## src/rtl/sdram_port_arbiter.sv

```systemverilog
// Two-port Avalon-MM arbiter that shares one SDRAM controller slave between the
// Nios II data master (port 0) and a streaming requester (port 1).
module sdram_port_arbiter #(
  parameter int ADDR_W     = 24,
  parameter int DATA_W     = 16,
  parameter int PEND_DEPTH = 8,
  parameter int MAX_RUN    = 16
) (
  input  logic                  clk,
  input  logic                  reset,
  input  logic [ADDR_W-1:0]     s0_address,
  input  logic                  s0_read,
  input  logic                  s0_write,
  input  logic [DATA_W-1:0]     s0_writedata,
  input  logic [DATA_W/8-1:0]   s0_byteenable,
  output logic                  s0_waitrequest,
  output logic [DATA_W-1:0]     s0_readdata,
  output logic                  s0_readdatavalid,
  input  logic [ADDR_W-1:0]     s1_address,
  input  logic                  s1_read,
  input  logic                  s1_write,
  input  logic [DATA_W-1:0]     s1_writedata,
  input  logic [DATA_W/8-1:0]   s1_byteenable,
  output logic                  s1_waitrequest,
  output logic [DATA_W-1:0]     s1_readdata,
  output logic                  s1_readdatavalid,
  output logic [ADDR_W-1:0]     m_address,
  output logic                  m_read,
  output logic                  m_write,
  output logic [DATA_W-1:0]     m_writedata,
  output logic [DATA_W/8-1:0]   m_byteenable,
  input  logic                  m_waitrequest,
  input  logic [DATA_W-1:0]     m_readdata,
  input  logic                  m_readdatavalid,
  output logic                  err_unexp_rdv
);
  localparam int PTR_W = $clog2(PEND_DEPTH);
  localparam int CNT_W = PTR_W + 1;
  localparam int RUN_W = $clog2(MAX_RUN + 1);
  localparam logic [CNT_W-1:0] FIFO_FULL = CNT_W'(PEND_DEPTH);
  localparam logic [RUN_W-1:0] RUN_LIMIT = RUN_W'(MAX_RUN);

  typedef enum logic [1:0] {IDLE = 2'd0, OWN0 = 2'd1, OWN1 = 2'd2} state_t;

  state_t                  state_q, state_d;
  logic                    last_q, last_d;
  logic [RUN_W-1:0]        run_q, run_d, run_next;
  logic [PTR_W-1:0]        wr_ptr_q, wr_ptr_d, rd_ptr_q, rd_ptr_d;
  logic [CNT_W-1:0]        cnt_q, cnt_d;
  logic [PEND_DEPTH-1:0]   tag_mem_q, tag_mem_d;
  logic [1:0]              rdv_q, rdv_d;
  logic [DATA_W-1:0]       rdata_q, rdata_d;
  logic                    err_q, err_d;

  logic req0, req1, fifo_full, fifo_empty, accept, push, pop, pop_tag;

  assign req0       = s0_read | s0_write;
  assign req1       = s1_read | s1_write;
  assign fifo_full  = (cnt_q == FIFO_FULL);
  assign fifo_empty = (cnt_q == '0);

  // Command path: the owner's strobes go straight to the controller; reads hold off while the tag FIFO is full.
  always_comb begin
    m_address    = '0;
    m_writedata  = '0;
    m_byteenable = '0;
    m_read       = 1'b0;
    m_write      = 1'b0;
    case (state_q)
      OWN0: begin
        m_address    = s0_address;
        m_writedata  = s0_writedata;
        m_byteenable = s0_byteenable;
        m_read       = s0_read & ~fifo_full;
        m_write      = s0_write;
      end
      OWN1: begin
        m_address    = s1_address;
        m_writedata  = s1_writedata;
        m_byteenable = s1_byteenable;
        m_read       = s1_read & ~fifo_full;
        m_write      = s1_write;
      end
      default: ;
    endcase
  end

  assign accept = (m_read | m_write) & ~m_waitrequest;
  assign push   = m_read & ~m_waitrequest;
  assign pop    = m_readdatavalid & ~fifo_empty;

  assign s0_waitrequest = ~((state_q == OWN0) & ~m_waitrequest & ~(s0_read & fifo_full));
  assign s1_waitrequest = ~((state_q == OWN1) & ~m_waitrequest & ~(s1_read & fifo_full));

  // Grant: an owner yields when it goes quiet, or once its run is used up and the other side is waiting.
  always_comb begin
    run_next = run_q;
    if (accept && (run_q != RUN_LIMIT)) run_next = run_q + RUN_W'(1);
    state_d = state_q;
    last_d  = last_q;
    case (state_q)
      IDLE: begin
        if (req0 && req1)  state_d = last_q ? OWN0 : OWN1;
        else if (req0)     state_d = OWN0;
        else if (req1)     state_d = OWN1;
      end
      OWN0: begin
        if (!req0 || (req1 && (run_next == RUN_LIMIT))) begin
          last_d  = 1'b0;
          state_d = req1 ? OWN1 : IDLE;
        end
      end
      OWN1: begin
        if (!req1 || (req0 && (run_next == RUN_LIMIT))) begin
          last_d  = 1'b1;
          state_d = req0 ? OWN0 : IDLE;
        end
      end
      default: state_d = IDLE;
    endcase
    run_d = (state_d != state_q) ? '0 : run_next;
  end

  // Tag FIFO remembers which port issued each outstanding read, so responses route in issue order.
  always_comb begin
    wr_ptr_d  = push ? wr_ptr_q + PTR_W'(1) : wr_ptr_q;
    rd_ptr_d  = pop  ? rd_ptr_q + PTR_W'(1) : rd_ptr_q;
    cnt_d     = cnt_q + CNT_W'(push) - CNT_W'(pop);
    tag_mem_d = tag_mem_q;
    if (push) tag_mem_d[wr_ptr_q] = (state_q == OWN1);
    pop_tag   = tag_mem_q[rd_ptr_q];
    rdv_d     = {pop & pop_tag, pop & ~pop_tag};
    rdata_d   = pop ? m_readdata : rdata_q;
    err_d     = err_q | (m_readdatavalid & fifo_empty);
  end

  always_ff @(posedge clk) begin
    tag_mem_q <= tag_mem_d;
    if (reset) begin
      state_q  <= IDLE;
      last_q   <= 1'b1;
      run_q    <= '0;
      wr_ptr_q <= '0;
      rd_ptr_q <= '0;
      cnt_q    <= '0;
      rdv_q    <= '0;
      rdata_q  <= '0;
      err_q    <= 1'b0;
    end else begin
      state_q  <= state_d;
      last_q   <= last_d;
      run_q    <= run_d;
      wr_ptr_q <= wr_ptr_d;
      rd_ptr_q <= rd_ptr_d;
      cnt_q    <= cnt_d;
      rdv_q    <= rdv_d;
      rdata_q  <= rdata_d;
      err_q    <= err_d;
    end
  end

  assign s0_readdata      = rdata_q;
  assign s1_readdata      = rdata_q;
  assign s0_readdatavalid = rdv_q[0];
  assign s1_readdatavalid = rdv_q[1];
  assign err_unexp_rdv    = err_q;
endmodule

```

## config.mk

```make
export PLATFORM = sky130hd
export DESIGN_NAME = sdram_port_arbiter
export DESIGN_NICKNAME = d
export VERILOG_FILES = /design/src/rtl/sdram_port_arbiter.sv
export SDC_FILE = /design/constraint.sdc
export NUM_CORES = 1
export LEC_CHECK = 0
export ABC_AREA = 1
export CORE_MARGIN = 2
export CORE_UTILIZATION = 40
export DETAILED_ROUTE_END_ITERATION = 7
export PLACE_DENSITY_LB_ADDON = 0.15
export SYNTH_ARGS = -nofsm -noshare
export SYNTH_HDL_FRONTEND = slang
export SYNTH_SLANG_ARGS = --single-unit
```

## constraint.sdc

```tcl
create_clock -name clk -period 3.9 [get_ports clk]
set_input_delay 0.78 -clock clk [delete_from_list [all_inputs] [get_ports clk]]
set_output_delay 0.78 -clock clk [all_outputs]
set_load 0.01 [all_outputs]
```

# After elaboration in Yosys (flattened, before gate mapping)
# Cells that the tools add are included.
# W data, S select, Z words.
[totals] ff_bits=45 elab_cells=89
[classes] addsub=5 magnitude_cmp=3 n_eq_ne=8 n_mux=23 bitwise=26 n_reduce_logical=14
[op_table] operator="$pmux W24 S2" count=1
[op_table] operator="$pmux W16 S2" count=1
[op_table] operator="$and A1 B1 Y1" count=14
[op_table] operator="$mux W2" count=7
[op_table] operator="$bwmux W8" count=1
[op_table] operator="$lt A3 B4 Y1 const B" count=2
[op_table] operator="$not A1 Y1" count=8
[op_table] operator="$add A3 B1 Y3 const B" count=2
[op_table] operator="$pmux W1 S2" count=3
[op_table] operator="$pmux W2 S3" count=1
[op_table] operator="$add A5 B1 Y5 const B" count=1
[op_table] operator="$eq A5 B5 Y1 const B" count=1
[op_table] operator="$logic_and A1 B1 Y1" count=5
[op_table] operator="$mux W1" count=5
[op_table] operator="$mux W5" count=1
[op_table] operator="$ne A5 B5 Y1 const B" count=1
[op_table] operator="$add A4 B1 Y4" count=1
[op_table] operator="$eq A4 B4 Y1 const B" count=1
[op_table] operator="$logic_not A4 Y1" count=1
[op_table] operator="$ne A2 B1 Y1 const B" count=2
[op_table] operator="$or A1 B1 Y1" count=4
[op_table] operator="$pmux W2 S2" count=1
[op_table] operator="$sub A4 B1 Y4" count=1
[op_table] operator="$bmux W1 S3" count=1
[op_table] operator="11 further kinds" count=13

# Longest topological paths before layout
# Gate-level depths: netlist of run 1.
[logic_depth] word_depth=15 depth_mapped=19 depth_no_buf=19

# Worst setup path after synthesis of run 1
# Ideal clock, no wire load.
[synth_timing] kind="reg-to-reg" start="register state_q[0]" end="register cnt_q[2]" setup_ns=0.128 arrival_ns=2.383 required_time_ns=3.772 slack_ns=1.390 path_stages_with_launch=16 path_buffers=0 period_less_slack_ns=2.510 path_cell_list="dfxtp_1 > inv_1 > ha_1 > inv_1 > nand2_1 > nand2_1 > nand3_2 > nor2_1 > inv_2 > ha_1 > inv_1 > ha_1 > inv_1 > fa_1 > xor2_1 > nor2_1"
[synth_via] elab_chain_len=5 word_cells_on_any_way=6 cone_classes="add/sub: 2; eq/ne: 2; mux: 1; bitwise: 1"
[synth_rtl] element="start: declaration" line_no="45" text="state_t state_q, state_d;"
[synth_rtl] element="start signal: assignment" line_no="150" text="state_q <= state_d;"
[synth_rtl] element="$eq A2 B2 Y1 or $eq A2 B1 Y1 (tied branches)" line_no="69" text="case (state_q)"
[synth_rtl] element="$pmux W1 S2 *" line_no="69"
[synth_rtl] element="$and A1 B1 Y1 *" line_no="89" text="assign push = m_read & ~m_waitrequest;"
[synth_rtl] element="$add A4 B1 Y4 *" line_no="128" text="cnt_d = cnt_q + CNT_W'(push) - CNT_W'(pop);"
[synth_rtl] element="$sub A4 B1 Y4 *" line_no="128"
[synth_rtl] element="end signal: assignment" line_no="155" text="cnt_q <= cnt_d;"
[synth_rtl] element="end: declaration" line_no="49" text="logic [CNT_W-1:0] cnt_q, cnt_d;"
# Every way passes the cells marked *; elsewhere a longest branch is shown, timed or not.
# A chain may end at the register's enable or synchronous reset.

# Worst setup path in the final report of run 1
[layout_timing] start="register state_q[0]" end="output m_address[17]"
[layout_via] elab_chain_len=2 word_cells_on_any_way=3 cone_classes="eq/ne: 2; mux: 1"
[layout_rtl] element="$eq A2 B2 Y1 or $eq A2 B1 Y1 (tied branches)" line_no="69"
[layout_rtl] element="$pmux W24 S2 *" line_no="69"
[layout_rtl] element="end: declaration" line_no="27" text="output logic [ADDR_W-1:0] m_address,"
# Marks and branches as above.

==> impl_metrics.prom, run 1 <==
# TYPE chip_impl_metric gauge
chip_impl_metric{name="cts.path.max_buffers",unit=""} 2
chip_impl_info{name="setup.worst_path.start_class",value="flip-flop"} 1
chip_impl_metric{name="final-seq-area",unit="µm²"} 980.9
chip_impl_metric{name="design.final.nets",unit=""} 731
chip_impl_info{name="cts_tree",value="done"} 1
chip_impl_metric{name="number_of_antenna_violations_at_the_first_check_in_global_routing",unit=""} 0
chip_impl_metric{name="grt_start_max_net_pins",unit=""} 48
chip_impl_metric{name="grt_first_pass_wirelength",unit="µm"} 15610
chip_impl_info{name="clockRootBuffer",value="sky130_fd_sc_hd__clkbuf_8"} 1
chip_impl_metric{name="floorplan.die.width",unit="µm"} 89.70
chip_impl_info{name="setup_repair_after_global_routing_missed_its_margin",value="no"} 1
chip_impl_metric{name="synth_fp_nets",unit=""} 569
chip_impl_metric{name="floorplan.die.height",unit="µm"} 89.70
chip_impl_metric{name="clkTransAtPathRegs",unit="ps"} 80
chip_impl_metric{name="ioPinCount",unit=""} 189
chip_impl_metric{name="grt.overflow.total",unit=""} 0
chip_impl_metric{name="mappedNetlistArea",unit="mm²"} 0.002938
chip_impl_info{name="worst_r2r_startpoint",value="state_q[0]"} 1
chip_impl_metric{name="p_leak",unit="nW"} 1.842
chip_impl_metric{name="final_max_slew_viol_count",unit=""} 0
chip_impl_metric{name="max-slew-margin-rel",unit="%"} 54.26
chip_impl_info{name="hold_path_class",value="flip-flop to flip-flop"} 1
chip_impl_metric{name="syn-mean-instance-area",unit="µm²"} 6.587
chip_impl_metric{name="cts_hold_buf",unit=""} 0
chip_impl_metric{name="share_of_layout_cells_above_drive_strength_1",unit="%"} 5.419
chip_impl_metric{name="count_of_flip_flops_with_a_built_in_enable_after_synthesis",unit=""} 8
chip_impl_info{name="status",value="finished clean"} 1
chip_impl_metric{name="multi_input_comb_area",unit="mm²"} 0.001625
chip_impl_metric{name="vias",unit=""} 3412
chip_impl_metric{name="dieArea",unit="mm²"} 0.008046
chip_impl_metric{name="globalRouteTotalUtil",unit="%"} 23.28
chip_impl_info{name="holdCritStartpoint",value="err_unexp_rdv"} 1
chip_impl_metric{name="timing.final.crit_period",unit="ps"} 3228
chip_impl_metric{name="synth_largest_type_area_fraction",unit="%"} 25.21
chip_impl_metric{name="vdd.ir_drop.worst",unit="mV"} 0.2593
chip_impl_metric{name="synth_cell_types",unit=""} 28
chip_impl_metric{name="row_count",unit=""} 31
chip_impl_metric{name="sequential_cell_area_fraction_in_the_yosys_report",unit="%"} 33.39
chip_impl_metric{name="worst_ep_required_time",unit="ps"} 3120
chip_impl_metric{name="power.density",unit="mW/mm²"} 533.5
chip_impl_metric{name="worst_pin_slew",unit="ps"} 685.1
chip_impl_metric{name="crit_fanout",unit=""} 42
chip_impl_info{name="worstSetupPathType",value="flip-flop to primary output"} 1
chip_impl_metric{name="synth_cells",unit=""} 446
chip_impl_metric{name="effective_utilization_at_floorplan",unit="%"} 40.94
chip_impl_metric{name="hold_violations_final",unit=""} 0
chip_impl_metric{name="fin_skew",unit="ps"} 5.263
chip_impl_info{name="largest_area_contributor_in_the_netlist",value="sky130_fd_sc_hd__dfxtp_1"} 1
chip_impl_metric{name="via_per_inst",unit=""} 4.819
chip_impl_metric{name="postRouteWirelength",unit="µm"} 9227
chip_impl_metric{name="ctsHtreeMaxLevel",unit=""} 2
chip_impl_metric{name="drt-wirelength-per-cell",unit="µm"} 13.03
chip_impl_metric{name="floorplan.core_area",unit="mm²"} 0.007176
chip_impl_metric{name="final.fill_count",unit=""} 634
chip_impl_info{name="timing.critical_path.to_type",value="primary output"} 1
chip_impl_info{name="cell_types_with_the_highest_counts_after_synthesis",value="sky130_fd_sc_hd__nand2_1, sky130_fd_sc_hd__nor2_1, sky130_fd_sc_hd__a21oi_1, sky130_fd_sc_hd__dfxtp_1, sky130_fd_sc_hd__inv_1"} 1
chip_impl_metric{name="max_freq",unit="MHz"} 309.8
chip_impl_metric{name="clock_sinks",unit=""} 45
chip_impl_metric{name="port-buffer-count",unit=""} 188
chip_impl_metric{name="synth_async_sr_flop_share",unit="%"} 0
chip_impl_info{name="cell_types_with_the_largest_area_share_after_synthesis",value="sky130_fd_sc_hd__dfxtp_1, sky130_fd_sc_hd__nand2_1, sky130_fd_sc_hd__a21oi_1, sky130_fd_sc_hd__nor2_1, sky130_fd_sc_hd__edfxtp_1"} 1
chip_impl_metric{name="cts_resized",unit=""} 0
chip_impl_metric{name="worst_ep_arrival_time",unit="ps"} 2450
chip_impl_metric{name="synthesis.yosys.warnings",unit=""} 0
chip_impl_metric{name="worst_skew_pair.late_latency",unit="ps"} 290
chip_impl_metric{name="drc_errors",unit=""} 0
chip_impl_metric{name="detailedRoute.firstIterationViolations",unit=""} 183
chip_impl_info{name="yosysMostFrequentCell",value="sky130_fd_sc_hd__nand2_1"} 1
chip_impl_metric{name="hold_ws",unit="ps"} 484.3
chip_impl_metric{name="max_cap_violations",unit=""} 0
chip_impl_metric{name="final_hpwl_dp",unit="µm"} 7170
chip_impl_info{name="synth_top_flop_cell",value="sky130_fd_sc_hd__dfxtp_1"} 1
chip_impl_metric{name="vias_in_the_first_global_route",unit=""} 3373
chip_impl_metric{name="areaGrowthSynthToFinish",unit="%"} 66.82
chip_impl_metric{name="setup_viol_count_final",unit=""} 0
chip_impl_metric{name="gp_congestion",unit=""} 0.8354
chip_impl_info{name="crit_start",value="state_q[0]"} 1
chip_impl_metric{name="period_share",unit="%"} 82.77
chip_impl_metric{name="cts_made_buffers",unit=""} 5
chip_impl_metric{name="drtPass1Iterations",unit=""} 5
chip_impl_metric{name="antenna_left",unit=""} 0
chip_impl_metric{name="diodes",unit=""} 0
chip_impl_metric{name="seq_cells_post_synth",unit=""} 45
chip_impl_metric{name="setup-tns-final",unit="ps"} 0
chip_impl_metric{name="post_cts_buffers",unit=""} 0
==> report_power, final <==
part | total, mW | switching [mW] | internal [mW]
clock | 0.368 | 0.159 | 0.209
combinational | 1.58 | 0.847 | 0.732
sequential | 0.668 | 0.0815 | 0.587
total | 2.61 | 1.09 | 1.53
==> stage by stage <==
| step | total power, mW | area (µm²) | instances | util [%] | setup WS [ps] |
|---|---|---|---|---|---|
| 5_1_grt | 2.846 | 4901 | 708 | 68.30 | 517.0 |
| 6_report | 2.615 | 4901 | 708 | 68.30 | 671.8 |
| 2_1_floorplan | 1.624 | 2938 | 446 | - | 1390 |
| 3_3_place_gp | 2.230 | 4782 | 700 | 66.64 | 858.0 |
| 4_1_cts | 2.642 | 4901 | 708 | 68.30 | 636.6 |
| 3_5_place_dp | 2.262 | 4782 | 700 | 66.64 | 754.7 |
==> placed cells by master, fill, tap and decap left out, types with 2 or more instances in the layout <==
cell type,count
sky130_fd_sc_hd__a21oi_1,50
sky130_fd_sc_hd__buf_4,3
sky130_fd_sc_hd__clkbuf_8,6
sky130_fd_sc_hd__clkdlybuf4s50_1,188
sky130_fd_sc_hd__dfxtp_1,37
sky130_fd_sc_hd__edfxtp_1,8
sky130_fd_sc_hd__ha_1,13
sky130_fd_sc_hd__inv_1,27
sky130_fd_sc_hd__inv_2,7
sky130_fd_sc_hd__nand2_1,122
sky130_fd_sc_hd__nand2_2,5
sky130_fd_sc_hd__nand3_1,14
sky130_fd_sc_hd__nand3_2,4
sky130_fd_sc_hd__nand4_1,9
sky130_fd_sc_hd__nor2_1,65
sky130_fd_sc_hd__nor2_2,2
sky130_fd_sc_hd__nor3_1,6
sky130_fd_sc_hd__o21ai_0,20
sky130_fd_sc_hd__o21ai_1,8
sky130_fd_sc_hd__o32ai_1,2
sky130_fd_sc_hd__xor2_1,2
==> cell families after synthesis <==
logic type                 synth area share (%)
buffers and inverters                     11.37
DFF                                       33.39
xor gates and xnor gates                 0.8945
and+or+nand+nor                           33.56
AOI/OAI and AO/OA                         14.14
adders and majority gates                 6.644
==> per-layer routing <==
| layer | up-vias | part of all wire, % | track usage [%] |
|---|---|---|---|
| li1 | 1748 | - | - |
| met1 | 1494 | 39 | 25.29 |
| met2 | 151 | 48 | 41.22 |
| met3 | 19 | 9.9 | 8.969 |
| met4 | 0 | 2.9 | 8.462 |
| met5 | - | 0 | 0 |
==> layout make-up <==
cell class	instances	area share, %
clock buffer	6	1.685
clock inverter	2	0.7404
inverter	34	2.604
multi-input combinational	330	33.16
sequential	45	20.02
tap	99	2.527
timing repair buffer	192	39.26
==> critical path, stage by stage (launching register included) <==
cell and delay (ps):
sky130_fd_sc_hd__dfxtp_1 420, sky130_fd_sc_hd__inv_1 150, sky130_fd_sc_hd__ha_1 410, sky130_fd_sc_hd__inv_2 540, sky130_fd_sc_hd__a21oi_1 100, sky130_fd_sc_hd__clkdlybuf4s50_1 520
==> flip-flops by register name, indices dropped and copies added (netlist names), 2 cells and up <==
signal and flops:
run_q 5, state_q 2, wr_ptr_q 3, rdv_q 2, tag_mem_q 8, rd_ptr_q 3, cnt_q 4, s0_readdata 16
==> final timing paths <==
path | end | slack, ps | cells past startpoint
worst max-delay path | m_address[17] | 670 | 5
worst min-delay path | err_unexp_rdv | 480 | 2
worst max register to register | cnt_q[2] | 970 | 15
worst min register to register | err_unexp_rdv | 480 | 2
Power figures use the tool's default switching activity.
==> run 2, diff against run 1 <==
Settings changed: CORE_UTILIZATION 40 to 33.
Clock period 3.9 ns to 2.9 ns, I/O delays scaled along.
==> run 2 against run 1 <==
Net effect: sequential power up 36%; clock-buffer cell count decreased by 1; first-iteration DRC count is 49% lower; flip-flop and latch count did not move; sequential share of layout area fell by 0.21 points.
==> impl_metrics.prom, run 2 (same netlist as run 1, synthesis figures left out) <==
# TYPE chip_impl_metric gauge
chip_impl_metric{name="period_share",unit="%"} 95.47
chip_impl_metric{name="p_leak",unit="nW"} 1.863
chip_impl_info{name="critPathSlowestCell",value="sky130_fd_sc_hd__clkdlybuf4s50_1"} 1
chip_impl_metric{name="setup-tns-final",unit="ps"} 0
chip_impl_info{name="setup_repair_after_global_routing_missed_its_margin",value="no"} 1
chip_impl_metric{name="fin_skew",unit="ps"} 12.53
chip_impl_metric{name="clkTransAtPathRegs",unit="ps"} 90
chip_impl_metric{name="grtUsageMet2",unit="%"} 32.76
chip_impl_metric{name="layout.core_utilization",unit="%"} 57.21
chip_impl_metric{name="max_cap_violations",unit=""} 0
chip_impl_metric{name="crit_fanout",unit=""} 29
chip_impl_metric{name="comb_power_share",unit="%"} 62.9
chip_impl_metric{name="drt-wirelength-per-cell",unit="µm"} 13.33
chip_impl_metric{name="worst_skew_pair.late_latency",unit="ps"} 300
chip_impl_metric{name="share_of_layout_cells_above_drive_strength_1",unit="%"} 6.981
chip_impl_metric{name="worst_ep_required_time",unit="ps"} 2320
chip_impl_metric{name="diodes",unit=""} 0
chip_impl_metric{name="switching_share",unit="%"} 42.97
chip_impl_metric{name="total_switching_power",unit="mW"} 1.516
chip_impl_metric{name="worst_ep_arrival_time",unit="ps"} 2190
chip_impl_metric{name="cts.path.max_buffers",unit=""} 2
chip_impl_info{name="crit_start",value="state_q[0]"} 1
chip_impl_metric{name="max-slew-margin-rel",unit="%"} 68.84
chip_impl_metric{name="setup_viol_count_final",unit=""} 0
chip_impl_metric{name="detailedRoute.firstIterationViolations",unit=""} 94
chip_impl_info{name="setup.worst_path.start_class",value="flip-flop"} 1
chip_impl_metric{name="antenna_left",unit=""} 0
chip_impl_metric{name="cp_peak_stage_delay",unit="ps"} 570
chip_impl_metric{name="power_frac_clock",unit="%"} 11.4
chip_impl_metric{name="drc_errors",unit=""} 0
chip_impl_metric{name="timing.final.crit_period",unit="ps"} 2769
chip_impl_metric{name="globalRouteTotalUtil",unit="%"} 19.32
chip_impl_metric{name="seq_power_share",unit="%"} 25.7
chip_impl_info{name="grt_busiest_layer",value="met2"} 1
chip_impl_metric{name="ctsHtreeMaxLevel",unit=""} 2
chip_impl_metric{name="holdPathStages",unit=""} 2
chip_impl_metric{name="grt_start_max_net_pins",unit=""} 43
chip_impl_metric{name="number_of_antenna_violations_at_the_first_check_in_global_routing",unit=""} 0
chip_impl_metric{name="cts_made_buffers",unit=""} 5
chip_impl_metric{name="worstRegToRegCells",unit=""} 15
chip_impl_info{name="status",value="finished clean"} 1
chip_impl_metric{name="ioPinCount",unit=""} 189
chip_impl_metric{name="crit_buf_inv",unit=""} 3
chip_impl_metric{name="design.final.nets",unit=""} 738
chip_impl_metric{name="r2r_slack",unit="ps"} 300
chip_impl_metric{name="worst_pin_slew",unit="ps"} 465.9
chip_impl_metric{name="postRouteWirelength",unit="µm"} 9650
chip_impl_info{name="critical_path.top_delay_family",value="buffers and inverters"} 1
chip_impl_info{name="worstSetupPathType",value="flip-flop to primary output"} 1
chip_impl_metric{name="row_count",unit=""} 34
chip_impl_metric{name="final_hpwl_dp",unit="µm"} 7531
chip_impl_metric{name="vias",unit=""} 3463
chip_impl_metric{name="stdcell_area",unit="mm²"} 0.004965
chip_impl_info{name="worst_r2r_startpoint",value="state_q[0]"} 1
chip_impl_metric{name="via_per_inst",unit=""} 4.783
chip_impl_info{name="cts_tree",value="done"} 1
chip_impl_metric{name="dpl-instance-area",unit="mm²"} 0.004838
chip_impl_metric{name="effective_utilization_at_floorplan",unit="%"} 33.85
chip_impl_metric{name="cp.depth",unit=""} 6
chip_impl_metric{name="final_max_slew_viol_count",unit=""} 0
chip_impl_metric{name="max_freq",unit="MHz"} 361.2
chip_impl_metric{name="vias_in_the_first_global_route",unit=""} 3411
chip_impl_info{name="crit-reg2reg-capture",value="run_q[0]"} 1
chip_impl_metric{name="drtPass1Iterations",unit=""} 4
chip_impl_info{name="timing.critical_path.to_type",value="primary output"} 1
chip_impl_metric{name="use_met1",unit="%"} 22.17
chip_impl_info{name="setup.worst_path.end",value="m_writedata[4]"} 1
chip_impl_metric{name="dieArea",unit="mm²"} 0.009673
chip_impl_metric{name="use_met3",unit="%"} 7.659
chip_impl_metric{name="gp_congestion",unit=""} 0.8421
chip_impl_metric{name="floorplan.die.width",unit="µm"} 98.35
chip_impl_info{name="hold_path_class",value="flip-flop to flip-flop"} 1
chip_impl_info{name="crit_chain",value="inv_1 -> ha_4 -> buf_6 -> nand2_1 -> a21oi_1 -> clkdlybuf4s50_1"} 1
chip_impl_metric{name="clock_sinks",unit=""} 45
chip_impl_metric{name="floorplan.die.height",unit="µm"} 98.35
chip_impl_metric{name="port-buffer-count",unit=""} 188
chip_impl_metric{name="largest_register_ff_count",unit=""} 16
chip_impl_metric{name="internal-power",unit="mW"} 2.011
chip_impl_metric{name="power.density",unit="mW/mm²"} 710.4
chip_impl_info{name="clockRootBuffer",value="sky130_fd_sc_hd__clkbuf_8"} 1
chip_impl_metric{name="floorplan.core_area",unit="mm²"} 0.008678
chip_impl_info{name="most-common-layout-cells",value="sky130_fd_sc_hd__clkdlybuf4s50_1, sky130_fd_sc_hd__nand2_1, sky130_fd_sc_hd__nor2_1, sky130_fd_sc_hd__a21oi_1, sky130_fd_sc_hd__dfxtp_1"} 1
chip_impl_metric{name="areaGrowthSynthToFinish",unit="%"} 68.99
chip_impl_metric{name="hold_violations_final",unit=""} 0
chip_impl_metric{name="grt_first_pass_wirelength",unit="µm"} 15700
chip_impl_metric{name="grt.overflow.total",unit=""} 0
chip_impl_metric{name="vdd.ir_drop.worst",unit="mV"} 0.2598
chip_impl_info{name="most_common_library_cell_in_the_layout_ignoring_fill_and_taps",value="sky130_fd_sc_hd__clkdlybuf4s50_1"} 1
## run 2: changes by cell type in the layout (fill, tap and decap cells not counted), sizes merged
cell      delta
buf          +7
bufinv       -1
clkbuf       -1
clkinv       +1
clkinvlp     +1
## run 2: worst min-delay path by stage
stage                       start       endpoint  slack, ps
floorplan                  last_q         last_q        450
global placement    err_unexp_rdv  err_unexp_rdv        440
detailed placement  err_unexp_rdv  err_unexp_rdv        450
CTS                 err_unexp_rdv  err_unexp_rdv        480
global route        err_unexp_rdv  err_unexp_rdv        490
finish              err_unexp_rdv  err_unexp_rdv        470
## run 2: area by class of cell
cell class	instances	area (µm²)
clock buffer	5	68.82
clock inverter	3	25.02
fill	841	3714
inverter	34	130.1
multi-input combinational	330	1638
sequential	45	983.4
tap	108	135.1
timing repair buffer	199	1984
## run 2: through the flow
step	hold slack, ps	worst slack [ps]	instances	total power [mW]
after floorplan	449.1	389.6	446	2.184
after global placement	443.1	165.9	715	3.060
after detailed placement	451.5	125.5	715	3.102
after CTS	475.6	16.73	723	3.527
after global routing	491.7	11.12	724	3.829
final	470.0	131.5	724	3.527
## run 2: power groups by stage
stage / sequential, mW / combinational [mW] / clock, mW
after floorplan: 0.934 / 1.25 / 0
after global placement: 0.906 / 2.15 / 0
after global routing: 0.930 / 2.46 / 0.439
after detailed placement: 0.916 / 2.19 / 0
after CTS: 0.902 / 2.21 / 0.417
final: 0.906 / 2.22 / 0.404
## run 2: metal layers
layer | vias up | share of wire [%]
li1 | 1759 | -
met1 | 1533 | 40
met2 | 149 | 47
met3 | 22 | 10
met4 | 0 | 2.2
met5 | - | 0
## run 2: timing repair
action | in CTS | in global routing
hold buffers | 0 | 0
setup buffers | 0 | 1
gates resized for setup | 2 | 5
setup endpoints to repair | 42 | 49
## run 2: worst reg2reg max path, cell delays in order (launching register included)
cell                      delay (ps)
sky130_fd_sc_hd__dfxtp_2         380
sky130_fd_sc_hd__inv_1           130
sky130_fd_sc_hd__ha_1            360
sky130_fd_sc_hd__buf_4           150
sky130_fd_sc_hd__nand3_2          80
sky130_fd_sc_hd__buf_4           150
sky130_fd_sc_hd__nand2_4          90
sky130_fd_sc_hd__nand3_4          80
sky130_fd_sc_hd__o21ai_1         240
sky130_fd_sc_hd__nand4_1         170
sky130_fd_sc_hd__buf_4           170
sky130_fd_sc_hd__nand4_1          80
sky130_fd_sc_hd__nand3_2          90
sky130_fd_sc_hd__nand3_1          90
sky130_fd_sc_hd__nand2_2          90
sky130_fd_sc_hd__nor3_1          170
